### config.mk
export PLATFORM = sky130hd
export DESIGN_NAME = scroll_lane_bank
export DESIGN_NICKNAME = d
export VERILOG_FILES = /design/src/rtl/scroll_lane_bank.sv
export SDC_FILE = /design/constraint.sdc
export NUM_CORES = 1
export LEC_CHECK = 0
export BUFFER_PORTS_ARGS = -buffer_cell sky130_fd_sc_hd__buf_2
export CORE_MARGIN = 4
export CORE_UTILIZATION = 25
export CTS_CLUSTER_SIZE = 14
export DETAILED_ROUTE_END_ITERATION = 10
export GPL_ROUTABILITY_DRIVEN = 0
export PLACE_DENSITY = 0.43
export SYNTH_ARGS = -nofsm -noshare
export SYNTH_HDL_FRONTEND = slang
export SYNTH_SLANG_ARGS = --single-unit
### constraint.sdc
create_clock -name clk -period 3.4 [get_ports clk]
set_input_delay 0.68 -clock clk [delete_from_list [all_inputs] [get_ports clk]]
set_output_delay 0.68 -clock clk [all_outputs]
set_load 0.1 [all_outputs]
### src/rtl/scroll_lane_bank.sv
// Bank of independent horizontal scroll followers, one per obstacle lane.
// Each lane steps on a divided move tick and either wraps or bounces at the screen edges.
module scroll_lane_bank #(
  parameter int LANES  = 4,
  parameter int POS_W  = 10,
  parameter int SPAN   = 640,
  parameter int STEP_W = 3,
  parameter int DIV_W  = 2
) (
  input  logic                      clk,
  input  logic                      rst_n,
  input  logic                      load,
  input  logic [LANES*POS_W-1:0]    start_pos,
  input  logic [LANES-1:0]          cfg_dir,
  input  logic [LANES*STEP_W-1:0]   cfg_step,
  input  logic [LANES*DIV_W-1:0]    cfg_div,
  input  logic [LANES-1:0]          cfg_bounce,
  input  logic                      move,
  input  logic                      freeze,
  output logic [LANES*POS_W-1:0]    pos,
  output logic [LANES-1:0]          dir_state,
  output logic [LANES-1:0]          edge_pulse
);

  // Arithmetic runs one bit wider so pos+step never overflows before the edge test.
  localparam logic [POS_W:0]   SPAN_X = (POS_W+1)'(SPAN);
  localparam logic [POS_W-1:0] LAST   = POS_W'(SPAN - 1);

  logic tick;
  assign tick = move & ~freeze & ~load;

  for (genvar g = 0; g < LANES; g++) begin : g_lane
    logic [POS_W-1:0] pos_q;
    logic             dir_q;
    logic             edge_q;
    logic [DIV_W-1:0] cnt_q;

    logic [POS_W:0]   cur;
    logic [POS_W:0]   step_x;
    logic [POS_W:0]   sum;
    logic [POS_W-1:0] nxt;
    logic             nxt_dir;
    logic             hit;
    logic [POS_W-1:0] load_val;
    logic             div_hit;

    assign div_hit = (cnt_q == cfg_div[g*DIV_W +: DIV_W]);

    always_comb begin
      cur      = {1'b0, pos_q};
      step_x   = (POS_W+1)'(cfg_step[g*STEP_W +: STEP_W]);
      sum      = cur + step_x;
      nxt      = pos_q;
      nxt_dir  = dir_q;
      hit      = 1'b0;
      load_val = start_pos[g*POS_W +: POS_W];
      if ({1'b0, start_pos[g*POS_W +: POS_W]} >= SPAN_X) begin
        load_val = LAST;
      end
      if (!dir_q) begin
        if (sum < SPAN_X) begin
          nxt = POS_W'(sum);
        end else begin
          hit = 1'b1;
          if (cfg_bounce[g]) begin
            nxt     = LAST;
            nxt_dir = 1'b1;
          end else begin
            nxt = POS_W'(sum - SPAN_X);
          end
        end
      end else begin
        if (cur >= step_x) begin
          nxt = POS_W'(cur - step_x);
        end else begin
          hit = 1'b1;
          if (cfg_bounce[g]) begin
            nxt     = '0;
            nxt_dir = 1'b0;
          end else begin
            nxt = POS_W'(cur + SPAN_X - step_x);
          end
        end
      end
    end

    // A lowered divider is not clamped: the counter keeps counting until it wraps to match.
    always_ff @(posedge clk or negedge rst_n) begin
      if (!rst_n) begin
        pos_q  <= '0;
        dir_q  <= 1'b0;
        edge_q <= 1'b0;
        cnt_q  <= '0;
      end else if (load) begin
        pos_q  <= load_val;
        dir_q  <= cfg_dir[g];
        edge_q <= 1'b0;
        cnt_q  <= '0;
      end else if (tick) begin
        if (!div_hit) begin
          cnt_q  <= cnt_q + 1'b1;
          edge_q <= 1'b0;
        end else begin
          cnt_q  <= '0;
          pos_q  <= nxt;
          dir_q  <= nxt_dir;
          edge_q <= hit;
        end
      end else begin
        edge_q <= 1'b0;
      end
    end

    assign pos[g*POS_W +: POS_W] = pos_q;
    assign dir_state[g]          = dir_q;
    assign edge_pulse[g]         = edge_q;
  end

endmodule

After elaboration in Yosys (flattened, before gate mapping)

Index checks and enable logic that the tools add are counted.
Widths: inputs -> output; s select.

Input bits: 73
Word-level logic and storage cells: 173
Output and inout bits: 48
Register bits: 56

Equal/unequal tests: 4
Reduce and logical (&&, ||, !) cells: 9
$lt $le $gt $ge: 12
Bitwise gates (word level): 4
Muxes and demuxes: 104
$add $sub $neg: 24

Operator list:

| operator               | count |
|---|---|
| $mux 10                | 36 |
| $sub 10x3->10          | 8 |
| $mux 1                 | 56 |
| $add 10x3->11          | 4 |
| $lt 11x10->1 const B   | 4 |
| $add 10x10->10 const B | 4 |
| $ge 10x10->1 const B   | 4 |
| $ge 10x3->1            | 4 |
| $sub 10x10->10 const B | 4 |
| $mux 2                 | 12 |
| $reduce_bool 2->1      | 5 |
| $add 2x1->2 const B    | 4 |
| $eq 2x2->1             | 4 |
| $reduce_and 2->1       | 4 |
| $and 1x1->1            | 2 |
| $not 1->1              | 2 |

Depth between registers and ports, before layout

Gate-level depths: netlist (run 1).

Depth in word-level cells: 8
Gate-level depth with buffers: 13
Gate-level depth less buffers: 12

Worst setup path after synthesis (run 1)

No wires, ideal clock.

Kind: flip-flop to flip-flop
Start point: reg g_lane[1].pos_q[2]
End point: reg g_lane[1].pos_q[5]
Buffers on the path: 1
Library setup time: 104 ps
Clock period less this slack: 3438 ps
Required time: 3296 ps
Slack: -38 ps
Arrival: 3334 ps
Stages on the path, launching flop included: 12
Cell sequence: dfrtp_1 -> ha_1 -> buf_2 -> nand2b_1 -> o2111ai_2 -> xnor2_1 -> inv_1 -> ha_1 -> o41a_1 -> a21oi_2 -> o21ai_1 -> a221oi_1

Longest elaborated chain between the ends: 8
Elaborated cells on any way between the ends: 15
Those cells by class: add/sub: 5; order compare: 2; mux: 8

RTL lines:

| what                                                   | RTL line | RTL |
|---|---|---|
| start, declared                                        | 33       | `logic [POS_W-1:0] pos_q;` |
| start signal, assigned                                 | 95       | `pos_q <= load_val;` |
| start signal, assigned                                 | 105      | `pos_q <= nxt;` |
| $add 10x3->11 / $add 10x10->10 (equally long branches) | 52, 81   |  |
| $sub 10x10->10 / $sub 10x3->10 (equally long branches) | 69, 81   |  |
| $mux 10, on equally long branches                      | 65, 77   |  |
| $mux 10, on equally long branches                      | 61, 73   |  |
| $mux 10 (*)                                            | 60       | `if (!dir_q) begin` |
| $mux 10 (*)                                            | 100      | `if (!div_hit) begin` |
| $mux 10 (*)                                            | 99       | `end else if (tick) begin` |
| $mux 10 (*)                                            | 94       | `end else if (load) begin` |

Every way passes the cells marked *; elsewhere a longest branch is shown, timed or not. The select of a mux whose other input is x is not followed.
A chain may end at the register's enable or synchronous reset.

Worst setup path in the final report (run 1)

Start point: in cfg_step[3]
End point: reg g_lane[1].pos_q[5]

Longest elaborated chain between the ends: 8
Elaborated cells on any way between the ends: 14
Those cells by class: add/sub: 4; order compare: 2; mux: 8

RTL lines:

| what            | RTL line | RTL |
|---|---|---|
| start, declared | 15       | `input logic [LANES*STEP_W-1:0] cfg_step,` |
| $add 10x3->11   | 52       | `sum = cur + step_x;` |
| $sub 10x10->10  | 69       | `nxt = POS_W'(sum - SPAN_X);` |
| $mux 10         | 65       | `if (cfg_bounce[g]) begin` |
| $mux 10         | 61       | `if (sum < SPAN_X) begin` |
| $mux 10 (*)     | 60       |  |
| $mux 10 (*)     | 100      |  |
| $mux 10 (*)     | 99       |  |
| $mux 10 (*)     | 94       |  |

Marked as above.

==> impl_metrics.tcl, run 1 <==
set metrics [dict create \
    yosys_warnings 0 \
    die_h_um 192.1 \
    power_switching_uw 2996 \
    regArea_um2 1408 \
    drt_first_pass_iters 4 \
    seqPwrFrac_pct 18.0 \
    final_layout_size_suffix_gt1_share_pct 19.66 \
    finalCritPeriodShare_pct 91.62 \
    synthTopCellsByCount "104 x ha_1, 100 x inv_1, 77 x nor2_1" \
    ant_nets 0 \
    synth_top_area_share_pct 16.54 \
    grt_max_degree 57 \
    swShare_pct 54.32 \
    postSynthCellCount 1070 \
    hold_viol 0 \
    reg2reg_depth 11 \
    wirelength_um 30520 \
    clkTransAtPathRegs_ps 80 \
    nets 1418 \
    synthAdderAreaFrac_pct 19.13 \
    routedWlPerCell_um 18.23 \
    clock_skew_ps 4.339 \
    synth-edff-count 0 \
    antenna_found_initial 8 \
    cap_violations 0 \
    initial_core_util_pct 25.34 \
    rrSetupSlack_ps 330 \
    arrival_ps 3330 \
    critPathMaxStageDelay_ps 490 \
    core-area_um2 33450 \
    max_freq_mhz 321.0 \
    synth-main-ff-cell "dfrtp_1" \
    multi_input_area_um2 6442 \
    yosys-top-cells-area "dfrtp_1 17%, ha_1 15%, xnor2_1 4.5%" \
    ys_types 91 \
    synth_top_cell_by_area "dfrtp_1" \
    hold_path_class "in2async" \
    synth_top_family_by_area "compound AO/OA/AOI/OAI gates" \
    slew_violations 0 \
    grt_pass1_vias 8398 \
    io_buffers 120 \
    die_area_um2 36910 \
    io_pins 121 \
    ys_seq_area_share_pct 16.54 \
    cts_buffers 5 \
    diodes 0 \
    path_cells "buf_2 -> ha_1 -> fa_1 -> nor2b_1 -> o21ai_0 -> xnor2_1 -> ha_1 -> o41a_1 -> a21oi_2 -> o21ai_1 -> a221oi_1" \
    muxShareOfSynthArea_pct 1.978 \
    die_w_um 192.1 \
    synth_compound_area_share_pct 28.05 \
    syn_nets 1263 \
    cp_max_fo 5 \
    tightest_slew_ps 789.0 \
    synth-seq-cells 56 \
    gr-total-overflow 0 \
    cellLeakagePower_uw 0.004411 \
    yosysMostFrequentCell "ha_1" \
    std_cell_rows 67 \
    clkSinkCount 56 \
    synth_area_um2 8474 \
    crit_path_start_kind "primary input" \
    cts-resized-gates 0 \
    cts_buffer_depth 2 \
    cts_max_level 2 \
    finalCriticalPeriod_ps 3115 \
    finalSetupViolCount 0 \
    rsz0062_at_grt "false" \
    p_comb_share_pct 69.8 \
    cts_root_buf "clkbuf_16" \
    peakVddDrop_v 0.0001952 \
    fillers 3648 \
    syn_to_final_growth_pct 19.58 \
    ctsHoldBuffers 0 \
    place_hpwl_um 24390 \
    cts_tree "yes" \
    crit_path_top_delay_cell "o41a_1" \
    drc_errors 0 \
    vias 8591 \
    internal-power_uw 2519 \
    synthSimpleGateAreaFrac_pct 20.86 \
    power_uw 5515 \
    synthXorXnorAreaFrac_pct 5.994 \
    clkLatencyLatePin_ps 310 \
    worst_setup_path_end_kind "flop" \
    postCtsSetupBuffers 0 \
    grt_usage_pct 16.24 \
    viasPerCell 5.132 \
    dr.first_iter.drc_count 398 \
    clockPowerShare_pct 12.2 \
    path_class "in2reg" \
    grt_pass1_wl_um 47810 \
    maxSlewHeadroom_pct 46.84 \
    syn_avg_cell_area_um2 7.920 \
    ys_async_sr_fraction_pct 100.0 \
    cp.required_ps 3610 \
    power.density_nw_per_um2 544.2 \
    status "complete, no violations" \
    cp_common_cell "ha_1" \
    finalCoreUtilization_pct 30.30 \
]
## cells by family after synthesis
| family | Yosys count |
|---|---|
| and+or+nand+nor | 338 |
| AOI/OAI and AO/OA | 336 |
| buffers and inverters | 146 |
| adders and majority gates | 120 |
| xor gates and xnor gates | 58 |
| DFF | 56 |
| muxes | 16 |
## cell usage in the layout, fill, tap and decap left out, types with 8 or more instances in the layout
cell type  synthesis  layout
a211oi_1          17      17
a21oi_1           61      61
a221oi_1           9       9
a311oi_1           8       8
a31oi_1           15      15
and3_1            13      13
buf_2              7     120
buf_4              8      72
dfrtp_1           56      51
fa_1              16      16
ha_1             104     104
inv_1            100     100
mux2i_1           10      10
nand2_1           64      64
nand2b_1          25      25
nand3_1           29      29
nand4_1           11      11
nor2_1            77      77
nor2b_1           22      22
nor3_1            30      30
nor4_1            10      10
nor4b_1            9       9
o211ai_1          22      22
o21ai_0           57      57
o22ai_1           31      31
o31ai_1           11      11
or2_2              8       8
or3_1              8       8
xnor2_1           44      44
xor2_1            14      14
## power groups by stage
stage               Clock, uW  Sequential, uW  Combinational (uW)
floorplan                   0            1600                2170
finish                    674             993                3850
global route              710            1020                4210
global placement            0            1010                3850
CTS                       707             997                3860
detailed placement          0            1010                3840
## worst max-delay path: cells and delay by family
family / cells / cell delay, ps
buffers and inverters: 1 / 110
xor gates and xnor gates: 1 / 110
AOI/OAI and AO/OA: 5 / 1370
adders and majority gates: 3 / 870
and+or+nand+nor: 1 / 170
## sequential cells by signal, indices dropped and copies added (netlist names)
name           count
g_lane.edge_q      4
g_lane.cnt_q       8
g_lane.dir_q       4
g_lane.pos_q      40
## final timing paths
check,start,end
max,cfg_step[3],g_lane[1].pos_q[5]$_DFFE_PN0P_
min,rst_n,g_lane[0].pos_q[1]$_DFFE_PN0P_
max reg2reg,g_lane[2].pos_q[0]$_DFFE_PN0P_,g_lane[2].pos_q[5]$_DFFE_PN0P_
min reg2reg,g_lane[2].pos_q[0]$_DFFE_PN0P_,g_lane[2].pos_q[0]$_DFFE_PN0P_
max in group asynchronous,rst_n,g_lane[1].pos_q[2]$_DFFE_PN0P_
min in group clk,g_lane[2].pos_q[0]$_DFFE_PN0P_,g_lane[2].pos_q[0]$_DFFE_PN0P_
## metal layers
layer	track usage (%)	vias up	part of all wire, %
met1	22.69	4169	49
met2	27.16	137	47
met3	2.326	24	3.7
met5	0	-	0.23
met4	2.496	16	0.81
li1	-	4245	-
## through the flow
step | hold slack (ps) | TNS [ps] | instance area (um2) | instances | setup slack, ps
after CTS | 370.5 | 0 | 10130 | 1674 | 291.5
after detailed placement | 575.7 | -207.7 | 9951 | 1666 | -67.68
after floorplan | 384.4 | 0 | 8481 | 1070 | 31.82
final | 360.3 | 0 | 10130 | 1674 | 284.8
after global placement | 568.7 | -41.53 | 9951 | 1666 | -31.18
after global routing | 400.0 | 0 | 10130 | 1674 | 66.13
## layout make-up
cell class	count	share of cell area, %
repair buffers	193	11.46
inverters	101	3.741
clock inverters	1	0.2963
clock buffers	7	1.506
flip-flops and latches	56	13.89
well taps	448	5.532
multi-input cells	868	63.58
No activity file was read; power rests on OpenSTA's default activity.
==> inputs of run 2 (changes only) <==
PLACE_DENSITY = 0.47   (was 0.43)
==> run 2 against run 1 <==
Against the previous run: final cell count fell by 0.12%; register-to-register slack barely moved; combinational power fell by 2%; utilization fell by 0.082 points; non-clock buffer count fell by 2; maximum frequency barely moved; largest cell class unchanged; via count fell by 0.22%; setup slack got worse by 1.0 ps; count of clock-buffer cells in the layout did not move.
==> impl_metrics.tcl, run 2 (synthesized netlist as in run 1, its figures left out) <==
set metrics [dict create \
    finalCritPeriodShare_pct 91.65 \
    arrival_ps 3340 \
    gr-total-overflow 0 \
    cts_buffers 5 \
    initial_core_util_pct 25.34 \
    clkTransAtPathRegs_ps 80 \
    max_freq_mhz 320.9 \
    grt_usage_pct 15.88 \
    power.density_nw_per_um2 540.4 \
    postCtsSetupBuffers 0 \
    finalSetupViolCount 0 \
    clkLatencyLatePin_ps 320 \
    die_area_um2 36910 \
    drt_first_pass_iters 5 \
    cap_violations 0 \
    maxSlewHeadroom_pct 32.13 \
    vias 8572 \
    rrSetupSlack_ps 330 \
    dr.first_iter.drc_count 415 \
    drc_errors 0 \
    grt_pass1_vias 8453 \
    tightest_slew_ps 1018 \
    worst_setup_path_end_kind "flop" \
    final_layout_size_suffix_gt1_share_pct 19.53 \
    diodes 0 \
    top_regs "g_lane.pos_q x40, g_lane.cnt_q x8" \
    hold_ws_ps 516.2 \
    cts_tree "yes" \
    stdcell_count 1672 \
    std_cell_rows 67 \
    grt_max_degree 41 \
    slew_violations 0 \
    hold_path_class "in2async" \
    path_cells "buf_2 -> ha_1 -> fa_1 -> nor2b_1 -> o21ai_0 -> xnor2_1 -> ha_1 -> o41a_1 -> a211oi_4 -> buf_4 -> a2111oi_0 -> o22ai_1" \
    wirelength_um 29730 \
    clkSinkCount 56 \
    die_w_um 192.1 \
    cts-resized-gates 0 \
    hold_viol 0 \
    die_h_um 192.1 \
    ant_nets 0 \
    core-area_um2 33450 \
    regToRegEndpoint "g_lane[0].pos_q[1]$_DFFE_PN0P_" \
    cp.required_ps 3630 \
    critPathMaxStageDelay_ps 470 \
    routedWlPerCell_um 17.78 \
    io_pins 121 \
    clock_skew_ps 6.242 \
    ctsHoldBuffers 0 \
    layout_commonest_cell "buf_2" \
    fillers 3623 \
    rsz0062_at_grt "false" \
    cts_buffer_depth 2 \
    finalCriticalPeriod_ps 3116 \
    cts_max_level 2 \
    place_inst 1664 \
    crit_path_top_delay_cell "o41a_1" \
    syn_to_final_growth_pct 19.25 \
    post_dp_cell_area_um2 9923 \
    top_register "g_lane.pos_q" \
    cp_max_fo 4 \
    reg2reg_depth 11 \
    grt_pass1_wl_um 47330 \
    antenna_found_initial 5 \
    io_buffers 120 \
    path_class "in2reg" \
    status "complete, no violations" \
    cellLeakagePower_uw 0.004399 \
    r2r-start "g_lane[0].pos_q[0]$_DFFE_PN0P_" \
    mostFrequentLayoutCells "120 x buf_2, 104 x ha_1, 100 x inv_1, 77 x nor2_1, 71 x buf_4" \
    final_area_um2 10110 \
    viasPerCell 5.127 \
    crit_buf_inv 2 \
    peakVddDrop_v 0.0002194 \
    crit_path_start_kind "primary input" \
    cts_root_buf "clkbuf_16" \
    nets 1416 \
    place_hpwl_um 23710 \
    cpLargestDelayFamily "compound AO/OA/AOI/OAI gates" \
    largest_register_ffs 40 \
    cp_common_cell "ha_1" \
]
[run 2: stage by stage]
| stage | util [%] | TNS, ps | setup slack (ps) | power (uW) |
|---|---|---|---|---|
| finish | 30.21 | 0 | 283.8 | 5461 |
| global route | 30.21 | 0 | 69.34 | 5906 |
| CTS | 30.21 | 0 | 291.1 | 5496 |
| detailed placement | 29.67 | -315.9 | -59.45 | 4777 |
| global placement | 29.67 | -215.9 | -66.37 | 4783 |
| floorplan | - | 0 | 31.82 | 3764 |
[run 2: worst register-to-register path, cell delays in order, from the launching register on]
cell and delay, ps:
dfrtp_2 430, ha_1 210, fa_1 400, nor2b_1 170, o21ai_0 200, xnor2_1 110, ha_1 250, o41a_1 470
a211oi_4 330, buf_4 180, a2111oi_0 60, o22ai_1 170
[run 2: per-layer routing]
layer,track usage (%),wire length (um)
met5,0,62
met4,3.236,394
met3,2.545,1300
met2,26.17,13690
met1,22.04,14280
[run 2: final cells by class]
cell class	count	area [um2]	share of cell area, %
Tap cell	448	560.5	5.547
Timing Repair Buffer	191	1134	11.22
Clock inverter	1	30.03	0.2971
Clock buffer	7	152.6	1.510
Sequential cell	56	1408	13.93
Multi-Input combinational cell	868	6442	63.75
Inverter	101	379.1	3.751
[run 2: power breakdown]
group          internal, uW  switching (uW)
registers               769             240
logic                  1340            2440
clock network           390             290
[run 2: how the worst max path moves through the flow]
| stage | start | endpoint | cells past startpoint |
|---|---|---|---|
| 3_5_place_dp | cfg_step[0] | g_lane[0].pos_q[1]$_DFFE_PN0P_ | 12 |
| 4_1_cts | cfg_step[0] | g_lane[0].pos_q[4]$_DFFE_PN0P_ | 12 |
| 2_1_floorplan | g_lane[2].pos_q[2]$_DFFE_PN0P_ | g_lane[2].pos_q[7]$_DFFE_PN0P_ | 11 |
| 5_1_grt | cfg_step[0] | g_lane[0].pos_q[4]$_DFFE_PN0P_ | 12 |
| 6_report | cfg_step[0] | g_lane[0].pos_q[1]$_DFFE_PN0P_ | 12 |
| 3_3_place_gp | cfg_step[0] | g_lane[0].pos_q[4]$_DFFE_PN0P_ | 12 |
